$ cat config.mk
export PLATFORM = sky130hd
export DESIGN_NAME = vlsu_req_sched
export DESIGN_NICKNAME = d
export VERILOG_FILES = /design/src/rtl/vlsu_pkg.sv /design/src/rtl/vlsu_req_sched.sv
export SDC_FILE = /design/constraint.sdc
export NUM_CORES = 1
export LEC_CHECK = 0
export ABC_AREA = 1
export CAP_MARGIN = 20
export CORE_AREA = 2 2 39 41
export DETAILED_ROUTE_END_ITERATION = 6
export DIE_AREA = 0 0 41 43
export DONT_BUFFER_PORTS = 1
export PLACE_DENSITY = 0.61
export RECOVER_POWER = 25
export SYNTH_ARGS = -nofsm -noshare
export SYNTH_HDL_FRONTEND = slang
export SYNTH_SLANG_ARGS = --single-unit
$ cat constraint.sdc
create_clock -name clk_i -period 1.8 [get_ports clk_i]
set_input_delay 0 -clock clk_i [delete_from_list [all_inputs] [get_ports clk_i]]
set_output_delay 0 -clock clk_i [all_outputs]
set_load 0.01 [all_outputs]
$ cat src/rtl/vlsu_pkg.sv
// Shared types for the VLSU request path: scheduler state and request source.
package vlsu_pkg;

  typedef enum logic {
    RUN   = 1'b0,
    FENCE = 1'b1
  } sched_state_e;

  typedef enum logic {
    SRC_LD = 1'b0,
    SRC_ST = 1'b1
  } req_src_e;

endpackage

$ cat src/rtl/vlsu_req_sched.sv
// Round-robin load/store request scheduler with a one-entry registered output,
// an in-flight store cap and a drain fence for memory-ordering operations.
module vlsu_req_sched
  import vlsu_pkg::*;
#(
  parameter int unsigned MaxOutSt   = 4,
  parameter type         vlsu_req_t = logic
) (
  input  logic      clk_i,
  input  logic      rst_ni,
  input  logic      ld_req_valid_i,
  output logic      ld_req_ready_o,
  input  vlsu_req_t ld_req_i,
  input  logic      st_req_valid_i,
  output logic      st_req_ready_o,
  input  vlsu_req_t st_req_i,
  output logic      vlsu_req_valid_o,
  input  logic      vlsu_req_ready_i,
  output vlsu_req_t vlsu_req_o,
  input  logic      st_done_i,
  output logic      st_pending_o,
  input  logic      fence_i,
  output logic      fence_ack_o
);

  localparam int unsigned CntW = $clog2(MaxOutSt + 1);

  sched_state_e    state_q, state_d;
  logic            buf_valid_q;
  req_src_e        buf_src_q;
  vlsu_req_t       buf_data_q;
  logic [CntW-1:0] cnt_q;
  req_src_e        last_q;
  logic            fence_ack_q;
  logic            ack_d;

  logic            drain, can_load, buf_is_st;
  logic [CntW:0]   inflight;
  logic            ld_elig, st_elig, arb_en;
  logic            gnt_ld, gnt_st;
  logic            cnt_inc, cnt_dec;

  assign drain     = buf_valid_q && vlsu_req_ready_i;
  assign can_load  = !buf_valid_q || drain;
  assign buf_is_st = buf_valid_q && (buf_src_q == SRC_ST);

  // A buffered store already counts against the cap, so granting on the
  // current inflight value can never exceed MaxOutSt next cycle.
  assign inflight = {1'b0, cnt_q} + {{CntW{1'b0}}, buf_is_st};
  assign ld_elig  = ld_req_valid_i;
  assign st_elig  = st_req_valid_i && (inflight < (CntW + 1)'(MaxOutSt));
  assign arb_en   = rst_ni && (state_q == RUN) && !fence_i && can_load;

  always_comb begin
    gnt_ld = 1'b0;
    gnt_st = 1'b0;
    if (arb_en) begin
      if (ld_elig && st_elig) begin
        if (last_q == SRC_ST) gnt_ld = 1'b1;
        else                  gnt_st = 1'b1;
      end else begin
        gnt_ld = ld_elig;
        gnt_st = st_elig;
      end
    end
  end

  always_comb begin
    state_d = state_q;
    ack_d   = 1'b0;
    unique case (state_q)
      RUN: begin
        if (fence_i) state_d = FENCE;
      end
      FENCE: begin
        if (!buf_valid_q && (cnt_q == '0)) begin
          state_d = RUN;
          ack_d   = 1'b1;
        end
      end
      default: state_d = RUN;
    endcase
  end

  assign cnt_inc = drain && (buf_src_q == SRC_ST);
  assign cnt_dec = st_done_i && (cnt_q != '0);

  always_ff @(posedge clk_i) begin
    if (!rst_ni) begin
      state_q     <= RUN;
      buf_valid_q <= 1'b0;
      buf_src_q   <= SRC_LD;
      buf_data_q  <= '0;
      cnt_q       <= '0;
      last_q      <= SRC_ST;
      fence_ack_q <= 1'b0;
    end else begin
      state_q     <= state_d;
      fence_ack_q <= ack_d;
      if (gnt_ld || gnt_st) begin
        buf_valid_q <= 1'b1;
        buf_src_q   <= gnt_st ? SRC_ST : SRC_LD;
        buf_data_q  <= gnt_st ? st_req_i : ld_req_i;
        last_q      <= gnt_st ? SRC_ST : SRC_LD;
      end else if (drain) begin
        buf_valid_q <= 1'b0;
      end
      if (cnt_inc && !cnt_dec)      cnt_q <= cnt_q + 1'b1;
      else if (!cnt_inc && cnt_dec) cnt_q <= cnt_q - 1'b1;
    end
  end

  assign ld_req_ready_o   = gnt_ld;
  assign st_req_ready_o   = gnt_st;
  assign vlsu_req_valid_o = buf_valid_q;
  assign vlsu_req_o       = buf_data_q;
  assign st_pending_o     = (cnt_q != '0) || buf_is_st;
  assign fence_ack_o      = fence_ack_q;

endmodule

==> results_dict.tcl, run 1 <==
set metrics [dict create \
    cp_max_fo 3 \
    overflow 0 \
    synth_fa_ha_area_share_pct 6.68 \
    fmax_mhz 604 \
    tightest_slew_ns 0.217 \
    maxSlewHeadroom_pct 85.5 \
    yosysWarnings 0 \
    cts_tree "yes" \
    clock_latency_ns 0.25 \
    final_util_pct 45.6 \
    coreArea_sq_um 1380 \
    synthSimpleGateAreaFrac_pct 36.5 \
    slew_viol_final 0 \
    wl_per_cell_um 9.57 \
    outcome "finished clean" \
    ir_drop_uv 531 \
    numCtsBuffers 3 \
    place_inst 89 \
    postLayoutCellArea_sq_um 631 \
    grt_pass1_wl_mm 1.59 \
    r2r_slack_ns 0.14 \
    clock_sinks 9 \
    htree_levels 1 \
    synthMuxAreaShare_pct 0 \
    synth_compound_area_share_pct 7.20 \
    die_w_um 41 \
    drt-total-wl_um 957 \
    initial_core_util_pct 35.2 \
    dieHeight_um 43 \
    required_ns 1.99 \
    gp_congestion 0.790 \
    post-route-drc-count 0 \
    first_pass_iters 4 \
    synth_top_family_by_area "simple AND/OR/NAND/NOR gates" \
    synthCells 70 \
    num_rows 14 \
    startpoint "cnt_q[0]$_SDFFE_PN0P_" \
    path_clk_slew_ns 0.06 \
    p_total_uw 777 \
    setup_ws_ns 0.144 \
    max-cap-violations 0 \
    cp-end-kind "flop" \
    fin_crit_ns 1.66 \
    fp.dieArea_sq_um 1760 \
    ant_nets 0 \
    critical_path_class "flop to flop" \
    clock_skew_ns 0.00130 \
    num_vias 455 \
    ys_ff_latch 9 \
    diodes 0 \
    syn_area_per_cell_sq_um 6.95 \
    grt_antenna_before_repair 0 \
    rsz0062_at_grt "no" \
    place_ws_ns 0.0375 \
    grt_max_degree 7 \
    synth.distinct_cells 19 \
    layout.cells.non_filler 100 \
    ios 15 \
    post_dp_cell_area_sq_um 529 \
    power_leakage_nw 0.306 \
    tns_ns 0 \
    hp-class "input port to flop" \
    drive_above_1_share_pct 17.9 \
    synth_xor_area_share_pct 1.80 \
    worstReg2RegStart "cnt_q[0]$_SDFFE_PN0P_" \
    grt_pass1_vias 425 \
    hpwl_um 730 \
    cp-start-kind "flop" \
    vias_per_cell 4.55 \
    clockBufferDepth 2 \
    synthesis.area_sq_um 487 \
    setup_viol 0 \
    hp-start "st_req_i" \
    nets 96 \
    synth_seq_area_share_pct 37.0 \
    drt_iter0_drc 11 \
    hold_viol_final 0 \
    grt_usage_pct 13.2 \
    power.density_nw_per_um2 1230 \
    arrival_ns 1.84 \
    syn_nets 81 \
    finalCritPeriodShare_pct 92.0 \
    port_buffers 0 \
    cts_root_buf "clkbuf_4" \
    syn_to_final_growth_pct 29.6 \
    timing.hold.ws_ns 0.0160 \
]
[layer usage]
metal	vias up	wire length, um	share of wire, %	track usage, %
met4	0	0	0	10.0
met5	-	0	0	0
met2	7	508	53	20.3
met3	0	29	3.0	0
li1	244	-	-	-
met1	204	419	44	16.8
[repair_timing]
item,CTS,global route
endpoints found under the hold margin,9,0
endpoints found under the setup margin,0,2
resized for setup,0,2
hold buffers,6,0
buffers inserted,0,1
[layout make-up]
class	count	area (sq um)
Inverter	14	52.6
Sequential cell	9	180
Timing Repair Buffer	10	90.1
Fill cell	152	753
Multi-Input combinational cell	47	262
Tap cell	16	20.0
Clock buffer	4	26.3
[flip-flops by register name, summed over array words and instances (netlist names)]
register          count
buf_src_q             1
cnt_q                 3
fence_ack_o           1
last_q                1
state_q               1
vlsu_req_o            1
vlsu_req_valid_o      1
[placed cells by master (no fill, tap or decap)]
master	n
buf_4	4
fa_2	1
a21oi_1	4
nand3_1	4
dfxtp_1	9
nand3_2	1
nand4_1	1
nand2_2	1
xor2_1	1
clkbuf_4	3
nor3_2	1
nand2_1	16
dlygate4sd3_1	6
nand3b_1	1
inv_1	13
clkbuf_1	1
clkinv_1	1
ha_1	1
o21ai_1	1
nor2_2	3
nor2_4	1
nor3_1	2
nor2_1	6
o21ai_0	2
[synth_stat cells (all sizes together)]
master  number  area, sq um
a21oi        4         20.0
clkinv       1         3.75
dfxtp        9          180
fa           1         20.0
ha           1         12.5
inv         13         48.8
nand2       17         66.3
nand3        5         30.0
nand3b       1         7.51
nand4        1         6.26
nor2        10         52.6
nor3         3         15.0
o21ai        3         15.0
xor2         1         8.76
[worst paths after layout]
path / to / cells past startpoint
hold reg to reg: state_q$_SDFF_PN0_ / 2
hold / removal: vlsu_req_o$_SDFFE_PN0P_ / 4
setup reg to reg: cnt_q[2]$_SDFFE_PN0P_ / 11
setup / recovery: cnt_q[2]$_SDFFE_PN0P_ / 11
[report_power, final]
part           switching (mW)  internal (mW)  leakage [nW]
registers              0.0292          0.244        0.0738
clock network          0.0653         0.0851        0.0150
logic                   0.193          0.160         0.217
[critical path, cell delays in order, from the launching register on]
cell,delay (ns)
dfxtp_1,0.31
nor3_2,0.19
inv_1,0.08
nand2_1,0.06
ha_1,0.13
inv_1,0.07
fa_2,0.34
nor2_1,0.10
nor2_1,0.04
nand2_1,0.08
o21ai_0,0.07
a21oi_1,0.11
[cell families after synthesis]
logic type                 count (synthesis)
and+or+nand+nor                           37
buffers and inverters                     14
DFF                                        9
AOI/OAI and AO/OA                          7
adders and majority gates                  2
xor gates and xnor gates                   1
(Power assumes the default switching activity.)
==> inputs of run 2 (changes only) <==
==> constraint.sdc (replaced) <==
create_clock -name clk_i -period 2.1 [get_ports clk_i]
set_input_delay 0 -clock clk_i [delete_from_list [all_inputs] [get_ports clk_i]]
set_output_delay 0 -clock clk_i [all_outputs]
set_load 0.01 [all_outputs]
==> run 2 against run 1 <==
Worst hold slack better by 0.0030 ns. Power down 23%. Count of clock-buffer cells in the layout unchanged. Sequential power down 9.2%. Final area down 6.0%. Flip-flop and latch count unchanged. Clock skew down 0.00098 ns. First-iteration DRC count down 100%. Combinational power down 38%.
==> results_dict.tcl, run 2 (synthesized netlist as in run 1, its figures left out) <==
set metrics [dict create \
    outcome "finished clean" \
    p_comb_share_pct 37.0 \
    clock_skew_ns 0.000318 \
    cp-end-kind "flop" \
    hold_depth 4 \
    drt_iter0_drc 0 \
    place_ws_ns 0.307 \
    regArea_sq_um 180 \
    power.density_nw_per_um2 1010 \
    hp-start "st_req_i" \
    clock_latency_ns 0.25 \
    reg2reg_to "cnt_q[2]$_SDFFE_PN0P_" \
    min_to "vlsu_req_o$_SDFFE_PN0P_" \
    required_ns 2.29 \
    p_sw_uw 229 \
    fmax_mhz 554 \
    syn_to_final_growth_pct 21.9 \
    num_rows 14 \
    ios 15 \
    first_pass_iters 1 \
    grt_max_degree 7 \
    final_common_cell "nand2_1" \
    clock_sinks 9 \
    port_buffers 0 \
    cp_slowest_cell "fa_1" \
    cts_tree "yes" \
    multi_input_area_sq_um 254 \
    critical_path_class "flop to flop" \
    cpPeakStageDelay_ns 0.38 \
    max-cap-violations 0 \
    drt-total-wl_um 960 \
    post_cts_buffers 0 \
    dieHeight_um 43 \
    ant_nets 0 \
    drive_above_1_share_pct 11.3 \
    die_w_um 41 \
    nets 92 \
    cp_cell_sequence "nor3_1 -> inv_1 -> nand2_1 -> ha_1 -> inv_1 -> fa_1 -> nor2_1 -> nor2_1 -> nand2_1 -> o21ai_0 -> a21oi_1" \
    hold_viol_final 0 \
    mostFrequentLayoutCells "nand2_1 (16), inv_1 (13), dfxtp_1 (9)" \
    grt_usage_pct 15.0 \
    vias_per_cell 4.73 \
    setup_ws_ns 0.294 \
    hp-class "input port to flop" \
    p_seq_share_pct 41.6 \
    ir_drop_uv 388 \
    largest_reg_flops 3 \
    grt_antenna_before_repair 0 \
    path_clk_slew_ns 0.06 \
    clockPowerShare_pct 21.4 \
    p_int_uw 367 \
    grt_pass1_vias 439 \
    setup_viol 0 \
    hpwl_um 737 \
    tns_ns 0 \
    diodes 0 \
    worstReg2RegStart "cnt_q[0]$_SDFFE_PN0P_" \
    wl_per_cell_um 10.0 \
    post-route-drc-count 0 \
    coreArea_sq_um 1380 \
    tightest_slew_ns 0.240 \
    switching_share_pct 38.4 \
    postLayoutCellArea_sq_um 593 \
    grt_pass1_wl_mm 1.68 \
    p_total_uw 597 \
    finalCritPeriodShare_pct 86.0 \
    fin_crit_ns 1.81 \
    cts_root_buf "clkbuf_4" \
    numCtsBuffers 3 \
    cp-start-kind "flop" \
    overflow 0 \
    rsz0062_at_grt "no" \
    arrival_ns 1.99 \
    n_fill_cell 152 \
    post_dp_cell_area_sq_um 507 \
    num_vias 454 \
    gp_congestion 0.714 \
    maxSlewHeadroom_pct 83.9 \
    fp.dieArea_sq_um 1760 \
    r2r_slack_ns 0.29 \
    initial_core_util_pct 35.2 \
    htree_levels 1 \
    reg2reg_depth 11 \
    clockBufferDepth 2 \
    power_leakage_nw 0.284 \
    cp_max_fo 4 \
    slew_viol_final 0 \
    max_flop_register "cnt_q" \
]
-- run 2: changes by cell type in the layout (fill, tap and decap cells not counted), sizes merged --
| cell | change |
|---|---|
| buf | -4 |
-- run 2: per-stage QoR --
step	hold WS [ns]	utilization (%)	cells
after floorplan	0.0846	-	70
after global placement	0.0884	36.6	86
after detailed placement	0.0911	36.6	86
after CTS	0.0172	42.9	96
after global routing	0.0336	42.9	96
final	0.0190	42.9	96
-- run 2: worst max-delay path by stage --
stage	endpoint	slack, ns	startpoint
after CTS	cnt_q[2]$_SDFFE_PN0P_	0.28	cnt_q[0]$_SDFFE_PN0P_
after floorplan	cnt_q[2]$_SDFFE_PN0P_	0.45	cnt_q[0]$_SDFFE_PN0P_
final	cnt_q[2]$_SDFFE_PN0P_	0.29	cnt_q[0]$_SDFFE_PN0P_
after global placement	cnt_q[2]$_SDFFE_PN0P_	0.36	cnt_q[0]$_SDFFE_PN0P_
after detailed placement	cnt_q[2]$_SDFFE_PN0P_	0.31	cnt_q[0]$_SDFFE_PN0P_
after global routing	cnt_q[2]$_SDFFE_PN0P_	0.03	cnt_q[0]$_SDFFE_PN0P_
-- run 2: cell type report --
type,instances,share of cell area [%]
Inverter,14,8.86
Clock buffer,4,4.43
Timing Repair Buffer,6,10.1
Tap cell,16,3.38
Multi-Input combinational cell,47,42.8
Sequential cell,9,30.4
-- run 2: power by group through the flow --
| stage | clock network, mW | registers (mW) | logic [mW] |
|---|---|---|---|
| after floorplan | 0 | 0.243 | 0.180 |
| after global placement | 0 | 0.252 | 0.205 |
| after detailed placement | 0 | 0.253 | 0.212 |
| after CTS | 0.137 | 0.249 | 0.224 |
| after global routing | 0.145 | 0.255 | 0.261 |
| final | 0.128 | 0.248 | 0.221 |
-- run 2: layer usage --
metal	GRT usage, %	wire (um)	up-vias
met5	0	0	-
li1	-	-	236
met1	15.0	417	203
met3	3.14	34	4
met2	22.8	456	11
met4	16.0	52	0
-- run 2: worst max-delay path: cells and delay by family, from the launching register on --
family | cells | cell delay, ns
AO/OA/AOI/OAI | 2 | 0.19
adder cells (fa/ha/maj) | 2 | 0.51
buffers and inverters | 2 | 0.16
flip-flops | 1 | 0.36
AND/OR/NAND/NOR | 5 | 0.53
-- run 2: timing repair --
item                      in CTS  in global routing
hold buffers                   6                  0
hold endpoints to repair       9                  0
resized for setup              0                  0
==> inputs of run 3 (changes only) <==
--- a/config.mk
+++ b/config.mk
@@ -7,11 +7,11 @@
 export LEC_CHECK = 0
 export ABC_AREA = 1
 export CAP_MARGIN = 20
-export CORE_AREA = 2 2 39 41
+export CORE_MARGIN = 1.5
+export CORE_UTILIZATION = 30
 export DETAILED_ROUTE_END_ITERATION = 6
-export DIE_AREA = 0 0 41 43
 export DONT_BUFFER_PORTS = 1
-export PLACE_DENSITY = 0.61
+export PLACE_DENSITY = 0.54
 export RECOVER_POWER = 25
 export SYNTH_ARGS = -nofsm -noshare
 export SYNTH_HDL_FRONTEND = slang
==> run 3 against run 2 <==
Utilization is 3.5 points lower. Via count fell by 2.2%. Largest power group unchanged. Cell count did not move. Critical path depth unchanged. Power grew 0.61%. Sequential share of layout area did not move. Worst hold slack worse by 0.013 ns. Worst setup slack lost 0.019 ns. Non-clock buffer count did not move. Combinational power about the same. Largest cell class unchanged.
==> results_dict.tcl, run 3 (synthesized netlist as in run 1, its figures left out) <==
set metrics [dict create \
    outcome "finished clean" \
    cp-endpoint "cnt_q[2]$_SDFFE_PN0P_" \
    max_flop_register "cnt_q" \
    r2r_slack_ns 0.28 \
    hpwl_um 758 \
    clock_latency_ns 0.25 \
    power_leakage_nw 0.284 \
    hp-class "input port to flop" \
    finalCritPeriodShare_pct 86.9 \
    cts_root_buf "clkbuf_4" \
    cpPeakStageDelay_ns 0.38 \
    ir_drop_uv 392 \
    arrival_ns 2.02 \
    grt_max_degree 7 \
    drt-total-wl_um 962 \
    syn_to_final_growth_pct 21.9 \
    tns_ns 0 \
    critical_path_class "flop to flop" \
    port_buffers 0 \
    fp.dieArea_sq_um 1870 \
    vias_per_cell 4.63 \
    cts_tree "yes" \
    path_clk_slew_ns 0.06 \
    hold_viol_final 0 \
    cts-hold-fix-buffers 6 \
    post_cts_buffers 0 \
    grt_pass1_wl_mm 1.81 \
    drt-met1-wl_um 464 \
    final_common_cell "nand2_1" \
    cp_max_fo 4 \
    setup_viol 0 \
    slew_viol_final 0 \
    numCtsBuffers 3 \
    reg2reg_depth 11 \
    route.met2.wl_um 433 \
    ctsResizeCount 0 \
    rsz0062_at_grt "no" \
    required_ns 2.29 \
    cp-end-kind "flop" \
    drive_above_1_share_pct 11.3 \
    fmax_mhz 548 \
    drt_iter0_drc 2 \
    dieHeight_um 43.3 \
    die_w_um 43.3 \
    nets 92 \
    num_rows 14 \
    htree_levels 1 \
    first_pass_iters 4 \
    met3WireLength_um 64 \
    worstReg2RegStart "cnt_q[0]$_SDFFE_PN0P_" \
    maxUsedRoutingLayer "met3" \
    diodes 0 \
    post_dp_cell_area_sq_um 507 \
    ant_nets 0 \
    cp_cell_sequence "nor3_1 -> inv_1 -> nand2_1 -> ha_1 -> inv_1 -> fa_1 -> nor2_1 -> nor2_1 -> nand2_1 -> o21ai_0 -> a21oi_1" \
    tightest_slew_ns 0.248 \
    cp_slowest_cell "fa_1" \
    coreArea_sq_um 1510 \
    postLayoutCellArea_sq_um 593 \
    power.density_nw_per_um2 1010 \
    fin_crit_ns 1.82 \
    clock_sinks 9 \
    mostFrequentLayoutCells "nand2_1 (16), inv_1 (13), dfxtp_1 (9)" \
    grt_usage_pct 13.0 \
    largest_reg_flops 3 \
    maxSlewHeadroom_pct 83.3 \
    num_vias 444 \
    wl_per_cell_um 10.0 \
    gp_congestion 0.732 \
    startpoint "cnt_q[0]$_SDFFE_PN0P_" \
    grt_pass1_vias 473 \
    n_fill_cell 161 \
    clockBufferDepth 2 \
    max-cap-violations 0 \
    ios 15 \
    overflow 0 \
    cp-start-kind "flop" \
    post-route-drc-count 0 \
    grt_antenna_before_repair 0 \
    reg2reg_to "cnt_q[2]$_SDFFE_PN0P_" \
    initial_core_util_pct 32.3 \
    clock_skew_ns 0.000427 \
]
[run 3: cell counts in the layout (fill, tap and decap cells not counted)]
No cell type changed its count.
[run 3: layer usage]
metal	GRT usage (%)	vias to the layer above
li1	-	238
met4	9.09	0
met3	1.70	0
met5	0	-
met2	20.0	15
met1	16.6	191
[run 3: cell type report]
| type | instances | area, sq um | share of cell area (%) |
|---|---|---|---|
| Inverter | 14 | 52.6 | 8.86 |
| Clock buffer | 4 | 26.3 | 4.43 |
| Multi-Input combinational cell | 47 | 254 | 42.8 |
| Timing Repair Buffer | 6 | 60.1 | 10.1 |
| Tap cell | 16 | 20.0 | 3.38 |
| Sequential cell | 9 | 180 | 30.4 |
[run 3: how the worst min path moves through the flow]
stage / startpoint / to / depth (start not counted)
floorplan: rst_ni / last_q$_SDFFE_PN1P_ / 1
global placement: rst_ni / last_q$_SDFFE_PN1P_ / 1
detailed placement: rst_ni / last_q$_SDFFE_PN1P_ / 1
CTS: st_req_i / vlsu_req_o$_SDFFE_PN0P_ / 4
global route: st_req_i / vlsu_req_o$_SDFFE_PN0P_ / 4
finish: st_req_i / vlsu_req_o$_SDFFE_PN0P_ / 4
[run 3: power by group]
part | total, mW | internal [mW] | switching [mW]
clock | 0.132 | 0.0731 | 0.0591
combinational | 0.222 | 0.0852 | 0.136
sequential | 0.246 | 0.209 | 0.0377
total | 0.600 | 0.367 | 0.233
[run 3: stage by stage]
step	power, mW	cells	utilization, %	worst slack [ns]	hold slack (ns)
6_report	0.600	96	39.4	0.275	0.00577
5_1_grt	0.666	96	39.4	0.0589	0.0398
4_1_cts	0.611	96	39.4	0.255	0.00530
3_5_place_dp	0.464	86	33.6	0.293	0.0911
3_3_place_gp	0.461	86	33.6	0.302	0.0886
2_1_floorplan	0.423	70	-	0.447	0.0846
[run 3: critical path: cells and delay by family, from the launching register on]
family                     cells  cell delay [ns]
AOI/OAI and AO/OA              2             0.18
and+or+nand+nor                5             0.56
adders and majority gates      2             0.51
DFF                            1             0.36
buffers and inverters          2             0.15
